<file path="config.mk">
export PLATFORM = sky130hd
export DESIGN_NAME = two_power_mod_arbiter_flat
export DESIGN_NICKNAME = d
export VERILOG_FILES = /design/src/rtl/two_power_mod_arbiter_if.sv /design/src/rtl/two_power_mod_arbiter.sv /design/src/flat_wrapper.sv
export SDC_FILE = /design/constraint.sdc
export NUM_CORES = 1
export LEC_CHECK = 0
export ABC_AREA = 1
export BUFFER_PORTS_ARGS = -buffer_cell sky130_fd_sc_hd__buf_2
export CELL_PAD_IN_SITES_DETAIL_PLACEMENT = 0
export CELL_PAD_IN_SITES_GLOBAL_PLACEMENT = 1
export CORE_AREA = 5 5 535 537
export CTS_CLUSTER_SIZE = 8
export DETAILED_ROUTE_END_ITERATION = 10
export DIE_AREA = 0 0 540 542
export GPL_TIMING_DRIVEN = 0
export PLACE_DENSITY_LB_ADDON = 0.15
export SYNTH_ARGS = -nofsm -noshare
export SYNTH_HDL_FRONTEND = slang
export SYNTH_SLANG_ARGS = --single-unit
</file>
<file path="constraint.sdc">
create_clock -name clk -period 50.3 [get_ports clk]
set_input_delay 10.06 -clock clk [delete_from_list [all_inputs] [get_ports clk]]
set_output_delay 10.06 -clock clk [all_outputs]
set_load 0.02 [all_outputs]
</file>
<file path="src/rtl/two_power_mod_arbiter_if.sv">
// Bundles for the arbiter: the requester-facing request/response bus and the
// engine-facing issue/result bus, each with master and slave views.
interface two_power_mod_arbiter_if #(
    parameter int NUM_REQ     = 2,
    parameter int MOD_WIDTH   = 256,
    parameter int POWER_WIDTH = 32
);
    logic [NUM_REQ-1:0]             req_valid;
    logic [NUM_REQ-1:0]             req_ready;
    logic [NUM_REQ*MOD_WIDTH-1:0]   req_modulus;
    logic [NUM_REQ*POWER_WIDTH-1:0] req_power;
    logic [NUM_REQ-1:0]             rsp_valid;
    logic [NUM_REQ-1:0]             rsp_ready;
    logic [MOD_WIDTH-1:0]           rsp_out;
    logic                           busy;

    // Requesters are the master side; the arbiter is the slave.
    modport master (
        output req_valid, req_modulus, req_power, rsp_ready,
        input  req_ready, rsp_valid, rsp_out, busy
    );
    modport slave (
        input  req_valid, req_modulus, req_power, rsp_ready,
        output req_ready, rsp_valid, rsp_out, busy
    );
endinterface

interface two_power_mod_engine_if #(
    parameter int MOD_WIDTH   = 256,
    parameter int POWER_WIDTH = 32
);
    logic                   eng_i_valid;
    logic                   eng_i_ready;
    logic [MOD_WIDTH-1:0]   eng_i_modulus;
    logic [POWER_WIDTH-1:0] eng_i_power;
    logic                   eng_o_valid;
    logic                   eng_o_ready;
    logic [MOD_WIDTH-1:0]   eng_o_out;

    // The arbiter drives the engine, so it takes the master view.
    modport master (
        output eng_i_valid, eng_i_modulus, eng_i_power, eng_o_ready,
        input  eng_i_ready, eng_o_valid, eng_o_out
    );
    modport slave (
        input  eng_i_valid, eng_i_modulus, eng_i_power, eng_o_ready,
        output eng_i_ready, eng_o_valid, eng_o_out
    );
endinterface

</file>
<file path="src/rtl/two_power_mod_arbiter.sv">
// Round-robin front end sharing one 2^power mod modulus engine between
// NUM_REQ requesters, one transaction in flight; power==0 is answered locally.
module two_power_mod_arbiter #(
    parameter int NUM_REQ     = 2,
    parameter int MOD_WIDTH   = 256,
    parameter int POWER_WIDTH = 32
) (
    input  logic                    clk,
    input  logic                    rst,
    two_power_mod_arbiter_if.slave  io_req,
    two_power_mod_engine_if.master  io_eng
);
    localparam int IDW = $clog2(NUM_REQ);
    localparam logic [NUM_REQ-1:0] ONE_HOT0 = NUM_REQ'(1);

    typedef enum logic [1:0] {
        ST_IDLE,
        ST_ISSUE,
        ST_WAIT,
        ST_RESP
    } state_t;

    state_t                 r_state;
    state_t                 w_nextState;
    logic [IDW-1:0]         r_lastGrant;
    logic [IDW-1:0]         r_curId;
    logic [MOD_WIDTH-1:0]   r_curModulus;
    logic [POWER_WIDTH-1:0] r_curPower;
    logic [MOD_WIDTH-1:0]   r_result;

    logic [IDW-1:0]         w_grant;
    logic                   w_anyValid;
    logic                   w_accept;
    logic [MOD_WIDTH-1:0]   w_selModulus;
    logic [POWER_WIDTH-1:0] w_selPower;

    // Search starts one past the last served requester and wraps, so the
    // previous winner always has the lowest priority.
    function automatic logic [IDW-1:0] rrPick(
        input logic [NUM_REQ-1:0] valid,
        input logic [IDW-1:0]     last
    );
        logic [IDW-1:0] idx;
        logic [IDW-1:0] pick;
        logic           found;
        idx   = last;
        pick  = '0;
        found = 1'b0;
        for (int off = 0; off < NUM_REQ; off++) begin
            if (idx == IDW'(NUM_REQ - 1)) begin
                idx = '0;
            end else begin
                idx = idx + IDW'(1);
            end
            if (!found && valid[idx]) begin
                found = 1'b1;
                pick  = idx;
            end
        end
        return pick;
    endfunction

    always_comb begin
        w_anyValid   = |io_req.req_valid;
        w_grant      = rrPick(io_req.req_valid, r_lastGrant);
        w_selModulus = io_req.req_modulus[int'(w_grant) * MOD_WIDTH +: MOD_WIDTH];
        w_selPower   = io_req.req_power[int'(w_grant) * POWER_WIDTH +: POWER_WIDTH];
    end

    always_comb begin
        w_nextState = r_state;
        w_accept    = 1'b0;
        case (r_state)
            ST_IDLE: begin
                if (w_anyValid) begin
                    w_accept    = 1'b1;
                    w_nextState = (w_selPower == '0) ? ST_RESP : ST_ISSUE;
                end
            end
            ST_ISSUE: begin
                if (io_eng.eng_i_ready) begin
                    w_nextState = ST_WAIT;
                end
            end
            ST_WAIT: begin
                if (io_eng.eng_o_valid) begin
                    w_nextState = ST_RESP;
                end
            end
            ST_RESP: begin
                if (io_req.rsp_ready[r_curId]) begin
                    w_nextState = ST_IDLE;
                end
            end
            default: w_nextState = ST_IDLE;
        endcase
    end

    always_ff @(posedge clk or posedge rst) begin
        if (rst) begin
            r_state <= ST_IDLE;
        end else begin
            r_state <= w_nextState;
        end
    end

    // Request fields are captured only at accept; the requester may change
    // them freely afterwards.
    always_ff @(posedge clk or posedge rst) begin
        if (rst) begin
            r_lastGrant  <= IDW'(NUM_REQ - 1);
            r_curId      <= '0;
            r_curModulus <= '0;
            r_curPower   <= '0;
            r_result     <= '0;
        end else begin
            if (w_accept) begin
                r_curId      <= w_grant;
                r_curModulus <= w_selModulus;
                r_curPower   <= w_selPower;
                if (w_selPower == '0) begin
                    r_result <= MOD_WIDTH'(1);
                end
            end
            if (r_state == ST_WAIT && io_eng.eng_o_valid) begin
                r_result <= io_eng.eng_o_out;
            end
            if (r_state == ST_RESP && io_req.rsp_ready[r_curId]) begin
                r_lastGrant <= r_curId;
            end
        end
    end

    assign io_req.req_ready    = (w_accept && !rst) ? (ONE_HOT0 << w_grant) : '0;
    assign io_req.rsp_valid    = (r_state == ST_RESP) ? (ONE_HOT0 << r_curId) : '0;
    assign io_req.rsp_out      = r_result;
    assign io_req.busy         = (r_state != ST_IDLE);
    assign io_eng.eng_i_valid   = (r_state == ST_ISSUE);
    assign io_eng.eng_i_modulus = r_curModulus;
    assign io_eng.eng_i_power   = r_curPower;
    assign io_eng.eng_o_ready   = (r_state == ST_WAIT);
endmodule

</file>
<file path="src/flat_wrapper.sv">
// flat-port wrapper written by rule: the top's interface ports become plain ports
module two_power_mod_arbiter_flat 
#(
    parameter int NUM_REQ     = 2,
    parameter int MOD_WIDTH   = 256,
    parameter int POWER_WIDTH = 32
)
  (clk, rst, io_req_req_valid, io_req_req_modulus, io_req_req_power, io_req_rsp_ready, io_req_req_ready, io_req_rsp_valid, io_req_rsp_out, io_req_busy, io_eng_eng_i_valid, io_eng_eng_i_modulus, io_eng_eng_i_power, io_eng_eng_o_ready, io_eng_eng_i_ready, io_eng_eng_o_valid, io_eng_eng_o_out);
  two_power_mod_arbiter_if #(.NUM_REQ(NUM_REQ), .MOD_WIDTH(MOD_WIDTH), .POWER_WIDTH(POWER_WIDTH)) io_req_i ();
  two_power_mod_engine_if #(.MOD_WIDTH(MOD_WIDTH), .POWER_WIDTH(POWER_WIDTH)) io_eng_i ();
  input  logic clk;
  input  logic rst;
  input wire logic [$bits(io_req_i.req_valid)-1:0] io_req_req_valid;
  input wire logic [$bits(io_req_i.req_modulus)-1:0] io_req_req_modulus;
  input wire logic [$bits(io_req_i.req_power)-1:0] io_req_req_power;
  input wire logic [$bits(io_req_i.rsp_ready)-1:0] io_req_rsp_ready;
  output wire logic [$bits(io_req_i.req_ready)-1:0] io_req_req_ready;
  output wire logic [$bits(io_req_i.rsp_valid)-1:0] io_req_rsp_valid;
  output wire logic [$bits(io_req_i.rsp_out)-1:0] io_req_rsp_out;
  output wire logic [$bits(io_req_i.busy)-1:0] io_req_busy;
  output wire logic [$bits(io_eng_i.eng_i_valid)-1:0] io_eng_eng_i_valid;
  output wire logic [$bits(io_eng_i.eng_i_modulus)-1:0] io_eng_eng_i_modulus;
  output wire logic [$bits(io_eng_i.eng_i_power)-1:0] io_eng_eng_i_power;
  output wire logic [$bits(io_eng_i.eng_o_ready)-1:0] io_eng_eng_o_ready;
  input wire logic [$bits(io_eng_i.eng_i_ready)-1:0] io_eng_eng_i_ready;
  input wire logic [$bits(io_eng_i.eng_o_valid)-1:0] io_eng_eng_o_valid;
  input wire logic [$bits(io_eng_i.eng_o_out)-1:0] io_eng_eng_o_out;
  assign io_req_i.req_valid = io_req_req_valid;
  assign io_req_i.req_modulus = io_req_req_modulus;
  assign io_req_i.req_power = io_req_req_power;
  assign io_req_i.rsp_ready = io_req_rsp_ready;
  assign io_req_req_ready = io_req_i.req_ready;
  assign io_req_rsp_valid = io_req_i.rsp_valid;
  assign io_req_rsp_out = io_req_i.rsp_out;
  assign io_req_busy = io_req_i.busy;
  assign io_eng_eng_i_valid = io_eng_i.eng_i_valid;
  assign io_eng_eng_i_modulus = io_eng_i.eng_i_modulus;
  assign io_eng_eng_i_power = io_eng_i.eng_i_power;
  assign io_eng_eng_o_ready = io_eng_i.eng_o_ready;
  assign io_eng_i.eng_i_ready = io_eng_eng_i_ready;
  assign io_eng_i.eng_o_valid = io_eng_eng_o_valid;
  assign io_eng_i.eng_o_out = io_eng_eng_o_out;
  two_power_mod_arbiter #(.NUM_REQ(NUM_REQ), .MOD_WIDTH(MOD_WIDTH), .POWER_WIDTH(POWER_WIDTH)) u_core (.clk(clk), .rst(rst), .io_req(io_req_i), .io_eng(io_eng_i));
endmodule
</file>
# Word level (Yosys, flattened, before mapping)
# Index checks and enable logic that the tools add are counted.
[word_totals]
reg_bits = 548
in_bits = 840
out_inout_bits = 551
elab_cells = 60
[op_classes]
addsub = 2
n_lt_le_gt_ge = 3
n_eq_ne = 7
shift = 4
muxes = 24
reduce_logical = 14
[ops]
columns = ["op", "n"]
rows = [
  ["256-bit two-way mux", 3],
  ["512-bit by 10-bit variable part select with 256-bit output", 1],
  ["64-bit by 7-bit variable part select with 32-bit output", 1],
  ["32-bit zero test", 1],
  ["2-bit two-way mux", 7],
  ["1-bit two-way mux", 13],
  ["2-bit by 1-bit != test with 1-bit output, second input constant", 4],
  ["2-bit one-hot mux with 4 select lines", 1],
  ["1-bit by 2-bit < comparator with 1-bit output, second input constant", 3],
  ["2-bit nonzero test", 3],
  ["2-bit equality test, second input constant", 2],
  ["1-bit logical AND", 4],
  ["4-bit AND reduction", 1],
  ["1-bit by 1-bit left shift with 2-bit output, first input constant", 2],
  ["1-bit adder, second input constant", 2],
  ["2-bit by 1-bit equality test with 1-bit output, second input constant", 1],
  ["1-bit zero test", 2],
  ["2-bit zero test", 1],
  ["2-bit AND reduction", 1],
  ["2-bit OR reduction", 1],
]

# Longest topological paths before layout
# Gate-level depths: netlist of run 1.
[depth]
word_depth = 13
mapped_depth = 14
ltp_nobuf = 12

# Least setup slack after synthesis of run 1
# OpenSTA, ideal clock, no wires.
[synth_timing]
path_type = "input port to output port"
from = "in io_req_req_valid[1]"
to = "out io_req_req_ready[0]"
arrival_time_ns = 11.525
required_time_ns = 40.240
slack_ns = 28.715
cell_stages = 7
path_buffers = 3
cell_sequence = "buf_4 > nor2_1 > nor2_2 > clkinv_1 > clkbuf_1 > clkbuf_1 > nor3_1"
[synth_between]
elab_chain_cells = 8
word_cells_on_any_way = 15
classes_between = "1 x shift; 10 x mux; 4 x reduce/logical"
[synth_lines]
columns = ["item", "line_no", "rtl"]
rows = [
  ["start, declared", "flat_wrapper.sv:13", "input wire logic [$bits(io_req_i.req_valid)-1:0] io_req_req_valid;"],
  ["1-bit two-way mux (not written as such) (2 in a row)", "two_power_mod_arbiter.sv:55", "if (!found && valid[idx]) begin"],
  ["1-bit two-way mux", "two_power_mod_arbiter.sv:55", ""],
  ["1-bit zero test", "two_power_mod_arbiter.sv:55", ""],
  ["1-bit logical AND", "two_power_mod_arbiter.sv:55", ""],
  ["1-bit two-way mux", "two_power_mod_arbiter.sv:55", ""],
  ["1-bit by 1-bit left shift with 2-bit output", "two_power_mod_arbiter.sv:134", "assign io_req.req_ready = (w_accept && !rst) ? (ONE_HOT0 << w_grant) : '0;"],
  ["2-bit two-way mux *", "two_power_mod_arbiter.sv:134", ""],
  ["end, declared", "flat_wrapper.sv:17", "output wire logic [$bits(io_req_i.req_ready)-1:0] io_req_req_ready;"],
]
# Mark *: on every way between the ends. The rest lies on a longest branch, timed or not. The select of a mux whose other input is x is not followed.

# Worst setup path after layout of run 1
# Ends and elaborated chain as after synthesis.

==> impl_metrics.env, run 1 <==
export IMPL_critical_path_arrival_ns=14.06
export IMPL_hold_violations=0
export IMPL_n_fill_cell=32900
export IMPL_use_met1=0.161
export IMPL_io_pins=1391
export IMPL_area_delta_synth_final_pct=62.2
export IMPL_pre_cts_slack_ns=25.72
export IMPL_vias=27000
export IMPL_gr_total_overflow=0
export IMPL_die_h_um=542
export IMPL_ys_top_cells_by_area="dfrtp_1 58%, nand2_1 14%, o21ai_0 12%, nand3_1 5.5%, nor2_1 4.2%"
export IMPL_yosys_warnings=0
export IMPL_setup_slack_ns=26.18
export IMPL_grt_pass1_wl_um=294000
export IMPL_htreeDepth=3
export IMPL_cellPowerDensity_nw_per_um2=68.5
export IMPL_slew_limit_headroom=0.148
export IMPL_hpwlAfterDp_um=195000
export IMPL_hold_buffers=0
export IMPL_fin_worst_skew_ns=0.0688
export IMPL_synth_nets=3665
export IMPL_path_buf_inv=6
export IMPL_drc=0
export IMPL_nNetsFinal=5158
export IMPL_first_iter_violations=1407
export IMPL_finalCriticalPeriod_ns=24.12
export IMPL_ys_seq_area_frac=0.579
export IMPL_core_sq_um=281000
export IMPL_firstDrtPassIters=5
export IMPL_hold_ws_ns=0.479
export IMPL_critical_path_class="input pin to primary output"
export IMPL_cts_root_buf="clkbuf_16"
export IMPL_wirelength_um=230000
export IMPL_finish_utilization=0.137
export IMPL_routedWlPerCell_um=28.1
export IMPL_hold_start="u_core.io_eng.eng_i_modulus[190]"
export IMPL_cp_slowest_cell="clkinv_1"
export IMPL_antenna_found_initial=217
export IMPL_postCtsSetupRepairBufs=0
export IMPL_irDropWorstVdd_mv=0.0219
export IMPL_clk_latency_ns=0.79
export IMPL_outcome="finished clean"
export IMPL_grt_max_degree=97
export IMPL_numCtsBuffers=93
export IMPL_syn_cell_area_sq_um=23700
export IMPL_tns_ns=0
export IMPL_cts_tree="done"
export IMPL_setup_viol=0
export IMPL_p_leak_uw=0.0189
export IMPL_slowest_delay_ns=0.90
export IMPL_path_delay_family="buffers and inverters"
export IMPL_place_gp_congestion=0.837
export IMPL_initial_core_util=0.0842
export IMPL_numClockSinks=548
export IMPL_hold_path_class="flip-flop to flip-flop"
export IMPL_gr_usage_met2=0.266
export IMPL_p_int_uw=1340
export IMPL_path_cells="buf_2, buf_4, nor2_1, nor2_2, clkinv_1, clkbuf_1, clkbuf_1, nor3_1, buf_2"
export IMPL_postRouteAntennaNets=0
export IMPL_yosysTopAreaCellShare=0.578
export IMPL_p_sw_frac=0.492
export IMPL_grt_total_usage=0.150
export IMPL_cp_max_fo=10
export IMPL_clk_pin_slew_worst_paths_ns=0.05
export IMPL_reg2reg_from="u_core.r_state[0]"
export IMPL_stdcell_count=8158
export IMPL_cap_viol_max_count=0
export IMPL_synth_seq_cells=548
export IMPL_top_usage_layer="met2"
export IMPL_std_cell_rows=195
export IMPL_rsz0062_at_grt="no"
export IMPL_multi_input_area_sq_um=8750
export IMPL_required_ns=40.24
export IMPL_met3_usage=0.0770
export IMPL_period_share=0.479
export IMPL_report_final_slew_viol_count=0
export IMPL_fmax_mhz=41.5
export IMPL_ys_types=23
export IMPL_die_w_um=540
export IMPL_dieArea_sq_um=293000
export IMPL_comb_power_share=0.468
export IMPL_crit_path_end_kind="primary output"
export IMPL_synth_top_cell_by_area="dfrtp_1"
export IMPL_crit_path_start="io_req_req_valid[1]"
export IMPL_routed_via_density=3.30
export IMPL_first_global_vias=28200
export IMPL_layout_drive_gt1_share=0.359
export IMPL_worst_pin_slew_ns=1.26
export IMPL_syn_area_per_cell_sq_um=8.40
export IMPL_clockBufferDepth=4
export IMPL_clkPwrFrac=0.233
export IMPL_netlist_instances=2820
export IMPL_seqPwrFrac=0.299
export IMPL_port_buffers=1390
export IMPL_dp_cells=7961
export IMPL_seq_area_sq_um=13700
export IMPL_cp_start_kind="input pin"
export IMPL_p_sw_uw=1290
export IMPL_cts_resized=0
logic make-up after synthesis:
group                    Yosys count  synth area share
AO/OA/AOI/OAI                    555             0.117
flip-flops                       548             0.579
buffers and inverters            258            0.0510
AND/OR/NAND/NOR                 1454             0.250
adder cells (fa/ha/maj)            5           0.00264
path summary, 6_finish.rpt:
path	endpoint	slack, ns	cells after the start
min in group asynchronous	u_core.io_eng.eng_i_power[31]	9.34	2
worst min-delay path	u_core.io_eng.eng_i_modulus[190]	0.48	2
worst max-delay path	io_req_req_ready[0]	26.18	9
max in group asynchronous	u_core.io_req.rsp_out[162]	39.58	5
worst min register to register	u_core.io_eng.eng_i_modulus[190]	0.48	2
worst max register to register	u_core.io_eng.eng_i_power[30]	46.12	9
through the flow:
step | area (sq um) | total power, uW
6_report | 38400 | 2630
5_1_grt | 38300 | 2830
4_1_cts | 38300 | 2730
3_5_place_dp | 35500 | 2080
3_3_place_gp | 35300 | 2080
2_1_floorplan | 23700 | 1360
synth_stat cells:
master	number
or2_2	3
clkbuf_1	168
dfstp_2	1
o21ai_0	549
ha_1	5
buf_6	29
nor2_2	3
buf_4	5
inv_1	44
nand3_1	260
nor3_1	1
nand2_2	2
o21ai_1	4
clkinv_1	1
buf_2	3
buf_1	8
dfrtp_1	547
nand2_1	890
nor2_1	267
o211ai_1	1
a21oi_1	1
nand3b_1	27
nand3_2	1
worst min-delay path: cells and delay by family (launching register included):
kind / cells / cell delay [ns]
and+or+nand+nor: 1 / 0.05
AOI/OAI and AO/OA: 1 / 0.06
DFF: 1 / 0.34
metal layers:
metal / vias up / share of wire / wire [um]
met5: - / 0.0031 / 714
met4: 120 / 0.024 / 5570
met3: 447 / 0.11 / 25900
met2: 1290 / 0.49 / 113000
met1: 12800 / 0.37 / 84800
li1: 12300 / - / -
power by group through the flow:
| stage | combinational, uW | sequential [uW] | clock, uW |
|---|---|---|---|
| 3_3_place_gp | 1280 | 796 | 0 |
| 3_5_place_dp | 1280 | 794 | 0 |
| 2_1_floorplan | 336 | 1030 | 0 |
| 5_1_grt | 1360 | 813 | 658 |
| 6_report | 1230 | 788 | 613 |
| 4_1_cts | 1290 | 791 | 649 |
final cells by class:
class                      count  share of cell area
clock buffer                 134              0.0675
tap                         3743               0.122
sequential                   548               0.357
antenna                       51             0.00332
timing repair buffer        1398               0.187
inverter                      45             0.00459
clock inverter                12             0.00339
buffer                       213              0.0273
multi-input combinational   2014               0.228
sequential cells by signal, indices dropped and copies added, names as in the netlist:
signal / flops
u_core.io_eng.eng_i_modulus: 256
u_core.r_curId: 1
u_core.r_lastGrant: 1
u_core.r_state: 2
u_core.io_req.rsp_out: 256
u_core.io_eng.eng_i_power: 32
placed cells by master (no fill, tap or decap), types with 7 or more instances in the layout:
| cell type | count |
|---|---|
| clkbuf_16 | 94 |
| diode_2 | 51 |
| buf_6 | 29 |
| clkbuf_1 | 192 |
| nor2_1 | 267 |
| buf_2 | 1393 |
| nand3b_1 | 27 |
| buf_1 | 8 |
| buf_16 | 7 |
| nand3_1 | 260 |
| o21ai_0 | 549 |
| nand2_1 | 890 |
| inv_1 | 43 |
| clkbuf_2 | 7 |
| clkbuf_8 | 9 |
| dfrtp_1 | 547 |
No activity file was read; power rests on OpenSTA's default activity.
==> run 2, diff against run 1 <==
--- a/config.mk
+++ b/config.mk
@@ -5,14 +5,14 @@
 export SDC_FILE = /design/constraint.sdc
 export NUM_CORES = 1
 export LEC_CHECK = 0
-export ABC_AREA = 1
+export ABC_AREA = 0
 export BUFFER_PORTS_ARGS = -buffer_cell sky130_fd_sc_hd__buf_2
 export CELL_PAD_IN_SITES_DETAIL_PLACEMENT = 0
 export CELL_PAD_IN_SITES_GLOBAL_PLACEMENT = 1
-export CORE_AREA = 5 5 535 537
+export CORE_AREA = 5 5 531 533
 export CTS_CLUSTER_SIZE = 8
 export DETAILED_ROUTE_END_ITERATION = 10
-export DIE_AREA = 0 0 540 542
+export DIE_AREA = 0 0 536 538
 export GPL_TIMING_DRIVEN = 0
 export PLACE_DENSITY_LB_ADDON = 0.15
 export SYNTH_ARGS = -nofsm -noshare
==> constraint.sdc (replaced) <==
create_clock -name clk -period 21.5 [get_ports clk]
set_input_delay 4.3 -clock clk [delete_from_list [all_inputs] [get_ports clk]]
set_output_delay 4.3 -clock clk [all_outputs]
set_load 0.02 [all_outputs]
==> run 2 against run 1 <==
- die area decreased by 1.5%
- total power increased by 120%
- final cell count decreased by 5.7%
- global-route usage decreased by 1.6 points
- clock skew decreased by 0.033 ns
- non-clock buffer count decreased by 35
- first-iteration DRC count decreased by 25%
- critical path type unchanged
- largest cell class unchanged
- largest power group unchanged
==> impl_metrics.env, run 2 <==
export IMPL_cp_depth=7
export IMPL_rsz0062_at_grt="no"
export IMPL_clk_pin_slew_worst_paths_ns=0.05
export IMPL_clkPwrFrac=0.241
export IMPL_outcome="finished clean"
export IMPL_gr_total_overflow=0
export IMPL_p_int_uw=3070
export IMPL_crit_path_start="io_req_req_valid[0]"
export IMPL_slowest_delay_ns=0.55
export IMPL_postCtsSetupRepairBufs=0
export IMPL_yosysMostFrequentCell="nand2_1"
export IMPL_antenna_found_initial=187
export IMPL_first_global_vias=26300
export IMPL_std_cell_rows=193
export IMPL_syn_area_per_cell_sq_um=9.75
export IMPL_rr_worst_depth=6
export IMPL_cp_slowest_cell="clkbuf_1"
export IMPL_grt_max_degree=96
export IMPL_vias=24700
export IMPL_irDropWorstVdd_mv=0.0509
export IMPL_cp_start_kind="input pin"
export IMPL_cap_viol_max_count=0
export IMPL_grt_pass1_wl_um=260000
export IMPL_io_pins=1391
export IMPL_dieArea_sq_um=288000
export IMPL_seqPwrFrac=0.311
export IMPL_cts_resized=0
export IMPL_initial_core_util=0.0855
export IMPL_critical_path_class="input pin to primary output"
export IMPL_hold_path_class="flip-flop to flip-flop"
export IMPL_fin_worst_skew_ns=0.0362
export IMPL_netlist_instances=2422
export IMPL_synth_async_sr_flop_share=1.00
export IMPL_htreeDepth=3
export IMPL_final_cell_mix="1,449 x buf_2, 807 x nand2_1, 547 x dfrtp_1"
export IMPL_hold_start="u_core.io_eng.eng_i_modulus[20]"
export IMPL_cts_tree="done"
export IMPL_firstDrtPassIters=5
export IMPL_ys_types=25
export IMPL_p_sw_uw=2730
export IMPL_core_sq_um=276000
export IMPL_synth_ff_type="dfrtp_1"
export IMPL_area_delta_synth_final_pct=61.6
export IMPL_synth_common_cells="807 x nand2_1, 547 x dfrtp_1, 289 x mux2i_1, 289 x o21ai_0, 258 x a21oi_1"
export IMPL_yosysTopAreaCellShare=0.580
export IMPL_port_buffers=1390
export IMPL_cts_root_buf="clkbuf_16"
export IMPL_finalCriticalPeriod_ns=11.03
export IMPL_report_final_slew_viol_count=0
export IMPL_hold_buffers=0
export IMPL_comb_power_share=0.447
export IMPL_ys_top_cells_by_area="dfrtp_1 58%, nand2_1 13%, mux2i_1 12%, o21ai_0 6.1%, a21oi_1 5.5%"
export IMPL_p_leak_uw=0.0187
export IMPL_yosys_warnings=0
export IMPL_drc=0
export IMPL_required_ns=17.20
export IMPL_ys_seq_area_frac=0.581
export IMPL_final_common_cell="buf_2"
export IMPL_synth_nets=3267
export IMPL_die_h_um=538
export IMPL_n_fill_cell=31900
export IMPL_setup_viol=0
export IMPL_first_iter_violations=1054
export IMPL_tns_ns=0
export IMPL_wirelength_um=202000
export IMPL_clockBufferDepth=3
export IMPL_cp_max_fo=11
export IMPL_synth_edf_count=0
export IMPL_layout_drive_gt1_share=0.405
export IMPL_slew_limit_headroom=0.145
export IMPL_path_buf_inv=5
export IMPL_postRouteAntennaNets=0
export IMPL_numCtsBuffers=86
export IMPL_hold_violations=0
export IMPL_cellPowerDensity_nw_per_um2=152
export IMPL_place_gp_congestion=0.882
export IMPL_numClockSinks=548
export IMPL_cp_common_cell="buf_2"
export IMPL_die_w_um=536
export IMPL_worst_pin_slew_ns=1.27
export IMPL_path_cells="buf_2, o21ai_1, buf_2, buf_2, clkbuf_1, nor3_1, buf_2"
export IMPL_nNetsFinal=4751
export IMPL_reg2reg_from="u_core.r_lastGrant"
export IMPL_hold_depth=2
export IMPL_syn_cell_area_sq_um=23600
export IMPL_dp_cells=7523
export IMPL_path_delay_family="buffers and inverters"
export IMPL_grt_total_usage=0.134
export IMPL_routedWlPerCell_um=26.3
export IMPL_synth_top_cell_by_area="dfrtp_1"
export IMPL_p_sw_frac=0.471
export IMPL_period_share=0.513
export IMPL_stdcell_count=7691
export IMPL_fmax_mhz=90.6
export IMPL_hpwlAfterDp_um=171000
export IMPL_clk_latency_ns=0.73
export IMPL_routed_via_density=3.21
export IMPL_critical_path_arrival_ns=6.73
export IMPL_crit_path_end_kind="primary output"
export IMPL_synth_seq_cells=548
[run 2: cells by family (layout without fill, tap and decap cells)]
group | Yosys count | count (layout) | share of synthesized area
simple gates | 842 | 842 | 0.137
compound gates | 552 | 552 | 0.118
flops | 548 | 548 | 0.581
mux | 289 | 289 | 0.123
buf+inv | 186 | 1714 | 0.0392
fa+ha+maj | 5 | 5 | 0.00265
other cells | 0 | 36 | 0
[run 2: layout make-up]
| cell class | count | area [sq um] | share of cell area |
|---|---|---|---|
| Inverter | 6 | 30.0 | 0.000787 |
| Clock buffer | 118 | 2380 | 0.0625 |
| Antenna cell | 36 | 90.1 | 0.00236 |
| Sequential cell | 548 | 13700 | 0.360 |
| Multi-Input combinational cell | 1688 | 8960 | 0.235 |
| Buffer | 180 | 905 | 0.0237 |
| Tap cell | 3705 | 4640 | 0.122 |
| Clock inverter | 14 | 293 | 0.00768 |
| Timing Repair Buffer | 1396 | 7120 | 0.187 |
[run 2: worst paths after layout]
path                                              endpoint  slack, ns
setup / recovery                       io_req_req_ready[0]      10.47
max in group asynchronous        u_core.io_req.rsp_out[86]      16.02
hold / removal             u_core.io_eng.eng_i_modulus[20]       0.47
setup reg to reg           u_core.io_eng.eng_i_modulus[99]      18.07
min in group asynchronous                   u_core.r_curId       3.58
hold reg to reg            u_core.io_eng.eng_i_modulus[20]       0.47
[run 2: worst register-to-register path, delay by kind of cell, from the launching register on]
kind | cells | cell delay, ns
flops | 1 | 0.54
mux | 1 | 0.79
simple gates | 2 | 0.57
buf+inv | 2 | 1.24
compound gates | 1 | 0.16
[run 2: through the flow]
stage | utilization | total power, uW | hold slack, ns | worst slack, ns | cell area, sq um
2_1_floorplan | - | 3100 | 0.508 | 1.88 | 23600
3_3_place_gp | 0.128 | 4510 | 0.460 | -10.31 | 35200
3_5_place_dp | 0.128 | 4510 | 0.466 | 10.31 | 35400
4_1_cts | 0.138 | 5990 | 0.479 | 10.31 | 38000
5_1_grt | 0.138 | 6230 | 0.495 | 10.26 | 38100
6_report | 0.138 | 5800 | 0.472 | 10.47 | 38100
[run 2: power by group through the flow]
stage	sequential, uW	clock (uW)	combinational [uW]
global route	1870	1510	2850
detailed placement	1830	0	2680
CTS	1820	1490	2680
global placement	1820	0	2680
floorplan	2360	0	744
finish	1810	1400	2600
[run 2: per-layer routing]
metal | part of all wire | wire [um] | global-route usage
met3 | 0.12 | 23500 | 0.0696
met4 | 0.023 | 4720 | 0.0223
met1 | 0.38 | 77200 | 0.150
met2 | 0.47 | 96000 | 0.230
met5 | 0.0037 | 738 | 0
==> run 3, diff against run 2 <==
--- a/config.mk
+++ b/config.mk
@@ -5,14 +5,14 @@
 export SDC_FILE = /design/constraint.sdc
 export NUM_CORES = 1
 export LEC_CHECK = 0
-export ABC_AREA = 0
+export ABC_AREA = 1
 export BUFFER_PORTS_ARGS = -buffer_cell sky130_fd_sc_hd__buf_2
 export CELL_PAD_IN_SITES_DETAIL_PLACEMENT = 0
 export CELL_PAD_IN_SITES_GLOBAL_PLACEMENT = 1
-export CORE_AREA = 5 5 531 533
+export CORE_AREA = 5 5 541 543
 export CTS_CLUSTER_SIZE = 8
 export DETAILED_ROUTE_END_ITERATION = 10
-export DIE_AREA = 0 0 536 538
+export DIE_AREA = 0 0 546 548
 export GPL_TIMING_DRIVEN = 0
 export PLACE_DENSITY_LB_ADDON = 0.15
 export SYNTH_ARGS = -nofsm -noshare
==> constraint.sdc (replaced) <==
create_clock -name clk -period 9.05 [get_ports clk]
set_input_delay 1.81 -clock clk [delete_from_list [all_inputs] [get_ports clk]]
set_output_delay 1.81 -clock clk [all_outputs]
set_load 0.02 [all_outputs]
==> run 3 against run 2 <==
- count of clock-buffer cells in the layout increased by 5
- sequential share of layout area decreased by 0.37 points
- die area increased by 3.8%
- utilization decreased by 0.40 points
- combinational power increased to 2.7 times the previous value
- first-iteration DRC count increased by 48%
- sequential power increased by 140%
- largest cell class unchanged
- highest routed layer unchanged
==> impl_metrics.env, run 3 (synthesized netlist as in run 1, its figures left out) <==
export IMPL_outcome="finished clean"
export IMPL_cp_max_fo=10
export IMPL_fin_worst_skew_ns=0.0907
export IMPL_grt_max_degree=35
export IMPL_routedWlPerCell_um=28.3
export IMPL_routed_via_density=3.30
export IMPL_io_pins=1391
export IMPL_cts_resized=0
export IMPL_die_w_um=546
export IMPL_worst_pin_slew_ns=1.31
export IMPL_die_h_um=548
export IMPL_numCtsBuffers=90
export IMPL_cap_viol_max_count=0
export IMPL_dp_cells=8012
export IMPL_fmax_mhz=135
export IMPL_slew_limit_headroom=0.125
export IMPL_cp_start_kind="input pin"
export IMPL_grt_pass1_wl_um=298000
export IMPL_irDropWorstVdd_mv=0.133
export IMPL_first_global_vias=28700
export IMPL_cellPowerDensity_nw_per_um2=379
export IMPL_cts_root_buf="clkbuf_16"
export IMPL_firstDrtPassIters=5
export IMPL_place_gp_congestion=0.851
export IMPL_final_common_cell="buf_2"
export IMPL_std_cell_rows=197
export IMPL_finish_utilization=0.134
export IMPL_core_sq_um=287000
export IMPL_final_cell_mix="1,393 x buf_2, 890 x nand2_1, 549 x o21ai_0"
export IMPL_cp_slowest_cell="clkinv_1"
export IMPL_power_uw=14600
export IMPL_antenna_found_initial=249
export IMPL_cts_tree="done"
export IMPL_wirelength_um=232000
export IMPL_numClockSinks=548
export IMPL_grt_total_usage=0.149
export IMPL_crit_path_end_kind="primary output"
export IMPL_slowest_delay_ns=0.85
export IMPL_area_delta_synth_final_pct=62.7
export IMPL_nNetsFinal=5168
export IMPL_hold_buffers=0
export IMPL_path_cells="buf_2, buf_4, nor2_1, nor2_2, clkinv_1, clkbuf_1, clkbuf_1, nor3_1, buf_2"
export IMPL_dieArea_sq_um=299000
export IMPL_drc=0
export IMPL_gr_total_overflow=0
export IMPL_p_leak_uw=0.0190
export IMPL_critical_path_class="input pin to primary output"
export IMPL_clockBufferDepth=4
export IMPL_report_final_slew_viol_count=0
export IMPL_critical_path_arrival_ns=5.61
export IMPL_path_buf_inv=6
export IMPL_setup_viol=0
export IMPL_clk_latency_ns=0.82
export IMPL_port_buffers=1390
export IMPL_initial_core_util=0.0825
export IMPL_hpwlAfterDp_um=198000
export IMPL_postRouteAntennaNets=0
export IMPL_first_iter_violations=1559
export IMPL_path_delay_family="buffers and inverters"
export IMPL_rsz0062_at_grt="no"
export IMPL_htreeDepth=3
export IMPL_layout_drive_gt1_share=0.361
export IMPL_vias=27100
export IMPL_stdcell_count=8197
export IMPL_required_ns=7.24
export IMPL_finalCriticalPeriod_ns=7.42
export IMPL_hold_violations=0
export IMPL_postCtsSetupRepairBufs=0
export IMPL_hold_path_class="flip-flop to flip-flop"
export IMPL_period_share=0.820
export IMPL_clk_pin_slew_worst_paths_ns=0.05
[run 3: stage by stage]
stage	setup WS, ns	cell area [sq um]	hold slack [ns]	setup TNS (ns)
2_1_floorplan	-0.215	23700	0.479	-117.64
3_3_place_gp	-6.75	35400	0.464	-3647.74
3_5_place_dp	1.06	35800	0.468	0
4_1_cts	1.05	38400	0.481	0
5_1_grt	1.08	38400	0.493	0
6_report	1.63	38500	0.476	0
[run 3: layout make-up]
type,instances,area [sq um]
Fill cell,33400,249000
Inverter,45,173
Clock buffer,123,2470
Tap cell,3781,4730
Timing Repair Buffer,1411,7370
Multi-Input combinational cell,2014,8750
Clock inverter,11,138
Antenna cell,51,128
Sequential cell,548,13700
Buffer,213,1050
[run 3: where the power goes]
part | switching (uW) | leakage, uW | internal (uW)
registers | 731 | 0.00676 | 3650
logic | 5110 | 0.0109 | 1780
clock network | 1410 | 0.00127 | 1930
total | 7260 | 0.0190 | 7360
[run 3: path summary, 6_finish.rpt]
path	start	to	slack [ns]	cells past startpoint
worst max-delay path	io_req_req_valid[1]	io_req_req_ready[0]	1.63	9
worst min-delay path	u_core.io_eng.eng_i_modulus[250]	u_core.io_eng.eng_i_modulus[250]	0.48	2
worst max register to register	u_core.r_state[1]	u_core.io_eng.eng_i_modulus[3]	4.95	9
worst min register to register	u_core.io_eng.eng_i_modulus[250]	u_core.io_eng.eng_i_modulus[250]	0.48	2
max in group asynchronous	rst	u_core.io_req.rsp_out[96]	6.64	6
min in group asynchronous	rst	u_core.io_eng.eng_i_modulus[13]	1.11	2
[run 3: routing by layer]
layer	vias to the layer above	global-route usage	wire (um)
met2	1322	0.266	115000
met4	126	0.0231	4920
li1	12300	-	-
met1	12800	0.157	84300
met5	-	0	797
met3	471	0.0791	27000
[run 3: worst reg2reg max path, delay by kind of cell, from the launching register on]
family                     cells  cell delay, ns
adders and majority gates      1            0.22
AOI/OAI and AO/OA              1            0.09
buffers and inverters          5            2.23
DFF                            1            0.41
and+or+nand+nor                2            0.94
